<file path="config.mk">
export PLATFORM = sky130hd
export DESIGN_NAME = kronos_ex_arb
export DESIGN_NICKNAME = d
export VERILOG_FILES = /design/src/rtl/kronos_ex_arb.sv
export SDC_FILE = /design/constraint.sdc
export NUM_CORES = 1
export LEC_CHECK = 0
export BUFFER_PORTS_ARGS = -buffer_cell sky130_fd_sc_hd__buf_4
export CORE_AREA = 2 2 119 121
export CTS_CLUSTER_DIAMETER = 150
export CTS_CLUSTER_SIZE = 10
export DETAILED_ROUTE_END_ITERATION = 6
export DIE_AREA = 0 0 121 123
export REMOVE_ABC_BUFFERS = 1
export SLEW_MARGIN = 20
export SYNTH_ARGS = -nofsm -noshare
export SYNTH_HDL_FRONTEND = slang
export SYNTH_SLANG_ARGS = --single-unit
</file>
<file path="constraint.sdc">
create_clock -name clk -period 3.45 [get_ports clk]
set_input_delay 0.1725 -clock clk [delete_from_list [all_inputs] [get_ports clk]]
set_output_delay 0.1725 -clock clk [all_outputs]
set_load 0.1 [all_outputs]
</file>
<file path="src/rtl/kronos_ex_arb.sv">
// kronos_ex_arb -- shares one kronos_EX unit between two requesters.
//
// Requester 0 (ID stage) and requester 1 (auxiliary unit) compete for the EX
// input. Every accepted operation pushes its owner ID into a small tag FIFO.
// The FIFO head decides which requester the next EX result is routed to. No
// data path is registered: decode and result pass straight through.
//
// Ports:
//   clk, rst                      clock, async active-high reset
//   req0_decode/req0_vld/req0_rdy requester 0 operation handshake
//   req1_decode/req1_vld/req1_rdy requester 1 operation handshake
//   ex_decode/ex_in_vld/ex_in_rdy operation handshake towards kronos_EX
//   ex_execute/ex_out_vld/ex_out_rdy result handshake from kronos_EX
//   rsp_execute                   result bus shared by both requesters
//   rsp0_vld/rsp0_rdy             requester 0 response handshake
//   rsp1_vld/rsp1_rdy             requester 1 response handshake
//
// Parameter FIFO_DEPTH (1 or 2): number of in-flight operations tracked.
// Macro KRONOS_EX_ARB_RR_EN: round-robin arbitration when defined, otherwise
// requester 0 has fixed priority.

package kronos_ex_arb_pkg;
  localparam logic [2:0] ALU_ADD = 3'd0;
  localparam logic [2:0] ALU_SUB = 3'd1;
  localparam logic [2:0] ALU_XOR = 3'd2;
  localparam logic [2:0] ALU_AND = 3'd3;
  localparam logic [2:0] ALU_OR  = 3'd4;

  typedef struct packed {
    logic [2:0]  alu_op;
    logic [31:0] op1;
    logic [31:0] op2;
    logic [4:0]  rd;
  } pipeIDEX_t;

  typedef struct packed {
    logic [31:0] result1;
    logic [4:0]  rd;
  } pipeEXWB_t;
endpackage

module kronos_ex_arb
  import kronos_ex_arb_pkg::*;
#(
  parameter int FIFO_DEPTH = 2
) (
  input  logic      clk,
  input  logic      rst,
  input  pipeIDEX_t req0_decode,
  input  logic      req0_vld,
  output logic      req0_rdy,
  input  pipeIDEX_t req1_decode,
  input  logic      req1_vld,
  output logic      req1_rdy,
  output pipeIDEX_t ex_decode,
  output logic      ex_in_vld,
  input  logic      ex_in_rdy,
  input  pipeEXWB_t ex_execute,
  input  logic      ex_out_vld,
  output logic      ex_out_rdy,
  output pipeEXWB_t rsp_execute,
  output logic      rsp0_vld,
  input  logic      rsp0_rdy,
  output logic      rsp1_vld,
  input  logic      rsp1_rdy
);

  localparam logic [1:0] DEPTH_C = 2'(FIFO_DEPTH);

  logic [1:0] count_q;
  logic       wr_ptr_q;
  logic       rd_ptr_q;
  logic [1:0] tag_q;
  logic       locked_q;
  logic       lock_sel_q;
  logic       prio_q;

  logic [1:0] req_vld;
  logic       full;
  logic       empty;
  logic       sel;
  logic       push;
  logic       pop;
  logic       head_tag;

  // Pointers wrap modulo FIFO_DEPTH; with a single entry they stay at 0.
  function automatic logic ptr_next(input logic p);
    return (FIFO_DEPTH == 1) ? 1'b0 : ~p;
  endfunction

  assign req_vld = {req1_vld, req0_vld};
  assign full    = (count_q == DEPTH_C);
  assign empty   = (count_q == 2'd0);

  // A stalled selection stays put until the EX input transfer completes.
  always_comb begin
    sel = prio_q;
    if (locked_q && req_vld[lock_sel_q]) sel = lock_sel_q;
    else if (req_vld[prio_q])            sel = prio_q;
    else                                 sel = ~prio_q;
  end

  assign ex_in_vld = ~rst & ~full & (|req_vld);
  assign ex_decode = sel ? req1_decode : req0_decode;
  assign req0_rdy  = ex_in_vld & ~sel & ex_in_rdy;
  assign req1_rdy  = ex_in_vld & sel & ex_in_rdy;
  assign push      = ex_in_vld & ex_in_rdy;

  assign head_tag    = tag_q[rd_ptr_q];
  assign rsp_execute = ex_execute;
  assign rsp0_vld    = ~rst & ~empty & ~head_tag & ex_out_vld;
  assign rsp1_vld    = ~rst & ~empty & head_tag & ex_out_vld;
  assign ex_out_rdy  = ~rst & ~empty & (head_tag ? rsp1_rdy : rsp0_rdy);
  assign pop         = ex_out_vld & ex_out_rdy;

  always_ff @(posedge clk or posedge rst) begin
    if (rst) begin
      count_q    <= 2'd0;
      wr_ptr_q   <= 1'b0;
      rd_ptr_q   <= 1'b0;
      tag_q      <= 2'b00;
      locked_q   <= 1'b0;
      lock_sel_q <= 1'b0;
    end else begin
      if (push) begin
        tag_q[wr_ptr_q] <= sel;
        wr_ptr_q        <= ptr_next(wr_ptr_q);
      end
      if (pop) rd_ptr_q <= ptr_next(rd_ptr_q);
      case ({push, pop})
        2'b10:   count_q <= count_q + 2'd1;
        2'b01:   count_q <= count_q - 2'd1;
        default: count_q <= count_q;
      endcase
      locked_q   <= ex_in_vld & ~ex_in_rdy;
      lock_sel_q <= sel;
    end
  end

`ifdef KRONOS_EX_ARB_RR_EN
  // The requester just served yields priority to the other one.
  always_ff @(posedge clk or posedge rst) begin
    if (rst)       prio_q <= 1'b0;
    else if (push) prio_q <= ~sel;
  end
`else
  assign prio_q = 1'b0;
`endif

endmodule
</file>
==> out/summary.log, run 1 <==
INFO  timing         number_of_failing_setup_endpoints_in_the_final_timing_report=0
INFO  clock_tree     tritoncts_clock_tree=done
INFO  synth          synth.largest_area_cell=mux2_2
INFO  synth          largest_family_of_logic_cells_by_synthesized_area=multiplexers
INFO  grt            global_route_wire_length_before_repair=10.6mm
INFO  timing         timing.final.crit_share=66.9%
INFO  synth          synth-compound-area-share=0.810%
INFO  synth          synth_cells=156
INFO  timing         final_hold_viol_count=0
INFO  clock_tree     clock-sinks=8
INFO  grt            grt_start_max_net_pins=77
INFO  timing         layout_min_cycle_time=2310ps
INFO  setup_path     crit_type=reg -> out
INFO  final_layout   final_core_util=23.9%
INFO  power          max-vdd-ir-drop=181uV
INFO  clock_tree     hold_buffers=1
INFO  synth          synthArstFlopShare=100%
INFO  power          power_frac_comb=75.6%
INFO  final_layout   diodes=0
INFO  die            floorplan.die_area=0.0149mm2
INFO  power          fin_total_pwr=1.51mW
INFO  clock_tree     clock_latency_late_sink=230ps
INFO  clock_tree     cts-root-to-sink-buffers=2
INFO  synth          synth_area_leaders=mux2_2 53%, buf_4 18%, dfrtp_1 13%
INFO  setup_path     reg2reg_slack=1570ps
INFO  routing        detail_route.first_pass.iterations=4
INFO  grt            grt_pass1_vias=1,964
INFO  hold_path      timing.hold.worst.class=in -> reg
INFO  die            core_region_area=0.0136mm2
INFO  final_layout   finalNetCount=535
INFO  synth          synth_largest_type_area_fraction=53.2%
INFO  clock_tree     clkTransAtPathRegs=40ps
INFO  final_layout   stdcell_count=523
INFO  placement      portBuffers=229
INFO  final_layout   num-fill-cells=1,455
INFO  final_layout   drive_gt1_share=90.1%
INFO  timing         worst_slew_pin_slew=953ps
INFO  clock_tree     post-cts-setup-buffer-count=0
INFO  placement      place_hpwl=7.00mm
INFO  power          internal_power=0.629mW
INFO  die            die_height=123um
INFO  synth          synth-seq-area-share=13.0%
INFO  grt            antenna_found_initial=0
INFO  setup_path     worst-path-max-fanout=76
INFO  routing        final_antenna_net_count=0
INFO  synth          synth_common_cells=73 x mux2_2, 37 x buf_4, 8 x dfrtp_1, 7 x nor2_1, 5 x buf_2
INFO  grt            grt_overflow_total=0
INFO  final_layout   layout.cell_area.non_filler=0.00326mm2
INFO  clock_tree     post_cts_sizing_count=0
INFO  placement      placedInstanceArea=0.00317mm2
INFO  power          power.share.sequential=11.4%
INFO  clock_tree     cts-htree-levels=1
INFO  setup_path     cp-end-kind=output pin
INFO  synth          synthMostInstantiatedCell=mux2_2
INFO  die            std_cell_rows=43
INFO  clock_tree     cts-root-buf=clkbuf_16
INFO  power          p_switching=0.880mW
INFO  synth          synth.mux.area_fraction=55.2%
INFO  job            cap_violations=0
INFO  timing         skew=1.60ps
INFO  final_layout   layout-area-overhead-vs-synth=111%
INFO  synth          synth_xor_xnor_area_share=2.83%
INFO  setup_path     worstPathRequired=3280ps
INFO  power          power.leakage=1.61nW
INFO  synth          syn_avg_cell_area=9.91um2
INFO  synth          synth_simple_gate_area_share=5.83%
INFO  timing         maxSlewViolCount=0
INFO  routing        routed_wire_length_per_instance=15.3um
INFO  routing        vias=1,958
INFO  timing         rsz_0062_raised_after_global_routing=no
INFO  synth          yosysUniqueCellTypes=22
INFO  synth          yosys_warnings=0
INFO  grt            globalRouteTotalUtil=9.45%
INFO  synth          synth-seq-cells=8
INFO  synth          synthAdderAreaFrac=0.810%
INFO  die            die_width=121um
INFO  routing        drt-initial-drc-count=41
INFO  synth          most_used_flip_flop_cell_after_synthesis=dfrtp_1
INFO  timing         totalNegativeSetupSlack=0ps
INFO  routing        drt-vias-per-instance=3.74
INFO  status         outcome=completed
INFO  synth          number_of_enable_flip_flop_cells_after_synthesis=0
INFO  power          clock_power_share=13.0%
INFO  timing         achievable-frequency=0.433GHz
INFO  power          power.share.switching=58.3%
INFO  setup_path     crit_path_start_kind=flop
INFO  die            pin_count=304
INFO  synth          mappedNetlistArea=0.00155mm2
INFO  placement      dp.cells=519
INFO  timing         slew-limit-headroom=36.5%
INFO  die            initial_utilization=11.4%
INFO  placement      gp_congestion=0.726
INFO  routing        wirelength=8.02mm
INFO  clock_tree     cts-buffers-inserted=3
INFO  routing        post-route-drc-count=0
INFO  setup_path     worst-endpoint-arrival=2140ps
INFO  power          cellPowerDensity=463mW/mm2
flip-flops by register name, indices dropped and copies added (netlist names):
| name | count |
|---|---|
| lock_sel_q | 1 |
| tag_q | 2 |
| rd_ptr_q | 1 |
| wr_ptr_q | 1 |
| count_q | 2 |
| locked_q | 1 |
power groups by stage:
stage | combinational (mW) | clock [mW] | sequential, mW
finish | 1.14 | 0.196 | 0.172
global route | 1.19 | 0.210 | 0.179
CTS | 1.15 | 0.203 | 0.173
detailed placement | 1.15 | 0 | 0.173
global placement | 1.14 | 0 | 0.172
floorplan | 0.861 | 0 | 0.165
logic make-up (layout without fill, tap and decap cells):
logic type	Yosys count	after routing
adders and majority gates	1	1
and+or+nand+nor	16	16
muxes	76	76
AOI/OAI and AO/OA	2	2
buffers and inverters	48	235
xor gates and xnor gates	5	5
DFF	8	8
layer usage:
layer	global-route usage, %	wire, um
met5	3.47	59
met4	1.74	57
met3	6.23	1180
met2	13.1	3570
met1	11.9	3160
path summary, 6_finish.rpt:
kind,cells after the start,startpoint,endpoint
hold / removal,2,ex_in_rdy,locked_q$_DFF_PP0_
setup / recovery,4,locked_q$_DFF_PP0_,ex_decode[60]
min in group asynchronous,3,rst,lock_sel_q$_DFF_PP0_
hold reg to reg,1,tag_q[0]$_DFFE_PP0P_,tag_q[0]$_DFFE_PP0P_
setup reg to reg,5,count_q[1]$_DFFE_PP0P_,count_q[1]$_DFFE_PP0P_
max in group asynchronous,3,rst,count_q[1]$_DFFE_PP0P_
placed cells by master (no fill, tap or decap), drive strengths merged, types with 2 or more instances in the layout:
master  Yosys  final
mux2i       2      2
nand3       2      2
nor2        8      8
nor3        2      2
mux2       74     74
xor2        2      2
xnor2       3      3
buf        43    229
dfrtp       8      8
inv         2      2
clkbuf      3      3
final cells by class:
class                      count  area (um2)  area share (%)
timing repair buffer         230        1730            53.1
multi-input combinational    100        1020            31.3
inverter                       2        7.51           0.231
clock buffer                   3        75.1            2.31
sequential                     8         200            6.15
tap                          180         225            6.92
critical path, cell delays in order (launching register included):
cell     delay [ps]
dfrtp_1         330
nand3_1         140
nand2_4         720
mux2_2          440
buf_4           240
through the flow:
stage	worst slack, ps	hold slack [ps]
5_1_grt	989	124
4_1_cts	1100	114
3_5_place_dp	1370	188
3_3_place_gp	1420	173
6_report	1140	119
2_1_floorplan	-220	-3.67
No activity file was read; power rests on OpenSTA's default activity.
==> inputs of run 2 (changes only) <==
--- a/config.mk
+++ b/config.mk
@@ -5,12 +5,13 @@
 export SDC_FILE = /design/constraint.sdc
 export NUM_CORES = 1
 export LEC_CHECK = 0
+export ABC_AREA = 1
 export BUFFER_PORTS_ARGS = -buffer_cell sky130_fd_sc_hd__buf_4
-export CORE_AREA = 2 2 119 121
+export CORE_AREA = 2 2 118 120
 export CTS_CLUSTER_DIAMETER = 150
 export CTS_CLUSTER_SIZE = 10
 export DETAILED_ROUTE_END_ITERATION = 6
-export DIE_AREA = 0 0 121 123
+export DIE_AREA = 0 0 120 122
 export REMOVE_ABC_BUFFERS = 1
 export SLEW_MARGIN = 20
 export SYNTH_ARGS = -nofsm -noshare
==> constraint.sdc (replaced) <==
create_clock -name clk -period 2.06 [get_ports clk]
set_input_delay 0.103 -clock clk [delete_from_list [all_inputs] [get_ports clk]]
set_output_delay 0.103 -clock clk [all_outputs]
set_load 0.1 [all_outputs]
==> out/summary.log, run 2 <==
INFO  synth          synth.largest_area_cell=nand2_1
INFO  grt            globalRouteTotalUtil=10.5%
INFO  setup_path     crit_type=in -> reg
INFO  placement      placedInstanceArea=0.00331mm2
INFO  setup_path     worst_path_slowest_cell=dlygate4sd3_1
INFO  die            floorplan.die_area=0.0146mm2
INFO  die            std_cell_rows=43
INFO  placement      portBuffers=229
INFO  setup_path     worstPathRequired=2160ps
INFO  clock_tree     cts-buffers-inserted=3
INFO  synth          yosysUniqueCellTypes=22
INFO  timing         slew-limit-headroom=74.3%
INFO  final_layout   layout.cell_area.non_filler=0.00340mm2
INFO  clock_tree     cts-root-buf=clkbuf_16
INFO  setup_path     worst-endpoint-arrival=1880ps
INFO  routing        drt-vias-per-instance=3.71
INFO  grt            antenna_found_initial=0
INFO  final_layout   multiInputGateArea=0.00106mm2
INFO  hold_path      min_path_cells=2
INFO  hold_path      timing.hold.worst.class=in -> reg
INFO  timing         totalNegativeSetupSlack=0ps
INFO  setup_path     r2r_cells=9
INFO  routing        drt-initial-drc-count=109
INFO  die            core_region_area=0.0135mm2
INFO  routing        detail_route.first_pass.iterations=4
INFO  timing         worst_slew_pin_slew=385ps
INFO  synth          yosys_warnings=0
INFO  placement      place_hpwl=7.32mm
INFO  synth          synth_area_leaders=nand2_1 51%, buf_4 19%, dfrtp_1 12%
INFO  timing         maxSlewViolCount=0
INFO  routing        final_antenna_net_count=0
INFO  synth          syn_avg_cell_area=5.18um2
INFO  power          cellPowerDensity=813mW/mm2
INFO  power          power.leakage=2.09nW
INFO  final_layout   finalNetCount=708
INFO  final_layout   mostFrequentLayoutCells=232 x buf_4, 231 x nand2_1, 9 x inv_1, 8 x dfrtp_1, 6 x nand3_1
INFO  final_layout   mostFrequentLayoutCell=buf_4
INFO  die            die_height=122um
INFO  clock_tree     cts-root-to-sink-buffers=2
INFO  setup_path     critical_path.top_delay_family=buffers and inverters
INFO  synth          synth_largest_type_area_fraction=50.8%
INFO  clock_tree     tritoncts_clock_tree=done
INFO  clock_tree     cts-htree-levels=1
INFO  grt            grt_overflow_total=0
INFO  synth          synth-seq-cells=8
INFO  die            die_width=120um
INFO  routing        post-route-drc-count=0
INFO  timing         achievable-frequency=0.562GHz
INFO  timing         number_of_failing_setup_endpoints_in_the_final_timing_report=0
INFO  setup_path     cp-end-kind=flop
INFO  synth          synth_common_cells=232 x nand2_1, 44 x buf_4, 9 x inv_1, 8 x dfrtp_1
INFO  setup_path     worstPathCellList=dlygate4sd3_1, buf_4, inv_1, nand2_4, nor2_8, nand2_2, ha_1, a21oi_1, o21ai_0, xor2_1
INFO  setup_path     worst-path-max-fanout=4
INFO  synth          most_used_flip_flop_cell_after_synthesis=dfrtp_1
INFO  synth          synth_cells=331
INFO  timing         skew=2.41ps
INFO  routing        wirelength=8.66mm
INFO  timing         timing.final.crit_share=86.4%
INFO  final_layout   layout-area-overhead-vs-synth=98.0%
INFO  grt            grt_start_max_net_pins=43
INFO  final_layout   stdcell_count=696
INFO  timing         final_hold_viol_count=0
INFO  final_layout   layout.area.seq=200um2
INFO  synth          number_of_enable_flip_flop_cells_after_synthesis=0
INFO  status         outcome=completed
INFO  power          max-vdd-ir-drop=292uV
INFO  timing         rsz_0062_raised_after_global_routing=no
INFO  synth          mappedNetlistArea=0.00172mm2
INFO  job            cap_violations=0
INFO  routing        routed_wire_length_per_instance=12.4um
INFO  synth          synth-seq-area-share=11.7%
INFO  placement      dp.cells=692
INFO  final_layout   diodes=0
INFO  clock_tree     clock-sinks=8
INFO  final_layout   reg_top3=count_q (2), tag_q (2)
INFO  grt            global_route_wire_length_before_repair=11.9mm
INFO  grt            grt_pass1_vias=2,314
INFO  setup_path     stages_on_worst_setup_path=10
INFO  setup_path     timing.critical_path.buf_inv=3
INFO  synth          synthMostInstantiatedCell=nand2_1
INFO  routing        vias=2,581
INFO  final_layout   num-fill-cells=1,528
INFO  die            pin_count=304
INFO  timing         layout_min_cycle_time=1780ps
INFO  clock_tree     clkTransAtPathRegs=40ps
INFO  setup_path     critPathMaxStageDelay=540ps
INFO  clock_tree     clock_latency_late_sink=230ps
INFO  synth          synthArstFlopShare=100%
INFO  placement      gp_congestion=0.721
INFO  final_layout   drive_gt1_share=47.9%
INFO  clock_tree     post_cts_sizing_count=0
INFO  die            initial_utilization=12.7%
INFO  setup_path     crit_path_start_kind=input pin
==> run 2: cell types whose count changed after synthesis, sizes merged, moves of 2 or more <==
cell	change
mux2i	-2
mux2	-74
clkbuf	-3
nand2	+234
o21ai	+3
buf	+10
nor2	-2
xnor2	-2
nand3	+6
inv	+9
==> run 2: power by group <==
part	switching [mW]	total [mW]	internal, mW
registers	0.0518	0.274	0.222
clock network	0.0710	0.321	0.250
logic	1.61	2.17	0.560
==> run 2: cell type report <==
class,instances,area share [%]
tap,180,6.63
multi-input combinational,259,31.3
sequential,8,5.89
clock buffer,3,2.21
timing repair buffer,235,52.7
inverter,11,1.22
==> run 2: per-stage QoR <==
step	hold WS, ps	setup WS, ps	total power [mW]	utilization, %
2_1_floorplan	-50.0	-1820	1.87	-
3_3_place_gp	195	449	2.44	24.5
3_5_place_dp	200	419	2.45	24.5
4_1_cts	97.0	265	2.78	25.2
5_1_grt	106	123	2.92	25.2
6_report	98.1	280	2.76	25.2
==> run 2: layer usage <==
| layer | GRT usage (%) | vias up | part of all wire [%] |
|---|---|---|---|
| met5 | 4.17 | - | 0.64 |
| met4 | 1.03 | 2 | 0.75 |
| met3 | 7.30 | 10 | 15 |
| met2 | 15.1 | 187 | 43 |
| met1 | 12.8 | 1059 | 40 |
| li1 | - | 1323 | - |
==> run 2: cells by family after synthesis <==
logic type,after synthesis,synth area share (%)
simple gates,251,58.0
buf+inv,64,26.5
flops,8,11.7
compound gates,5,2.11
xor+xnor,2,1.02
fa+ha+maj,1,0.729
==> run 2: timing repair <==
item / 4_1_cts / 5_1_grt
hold endpoints to repair: 8 / 0
setup buffers: 0 / 0
hold buffers: 1 / 0
==> run 2: final timing paths <==
check / from / slack [ps] / to
setup / recovery: rst / 280 / count_q[1]$_DFFE_PP0P_
hold / removal: ex_in_rdy / 100 / locked_q$_DFF_PP0_
setup reg to reg: count_q[0]$_DFFE_PP0P_ / 420 / count_q[1]$_DFFE_PP0P_
hold reg to reg: wr_ptr_q$_DFFE_PP0P_ / 510 / wr_ptr_q$_DFFE_PP0P_
max in group asynchronous: rst / 1410 / locked_q$_DFF_PP0_
min in group asynchronous: rst / 520 / count_q[1]$_DFFE_PP0P_
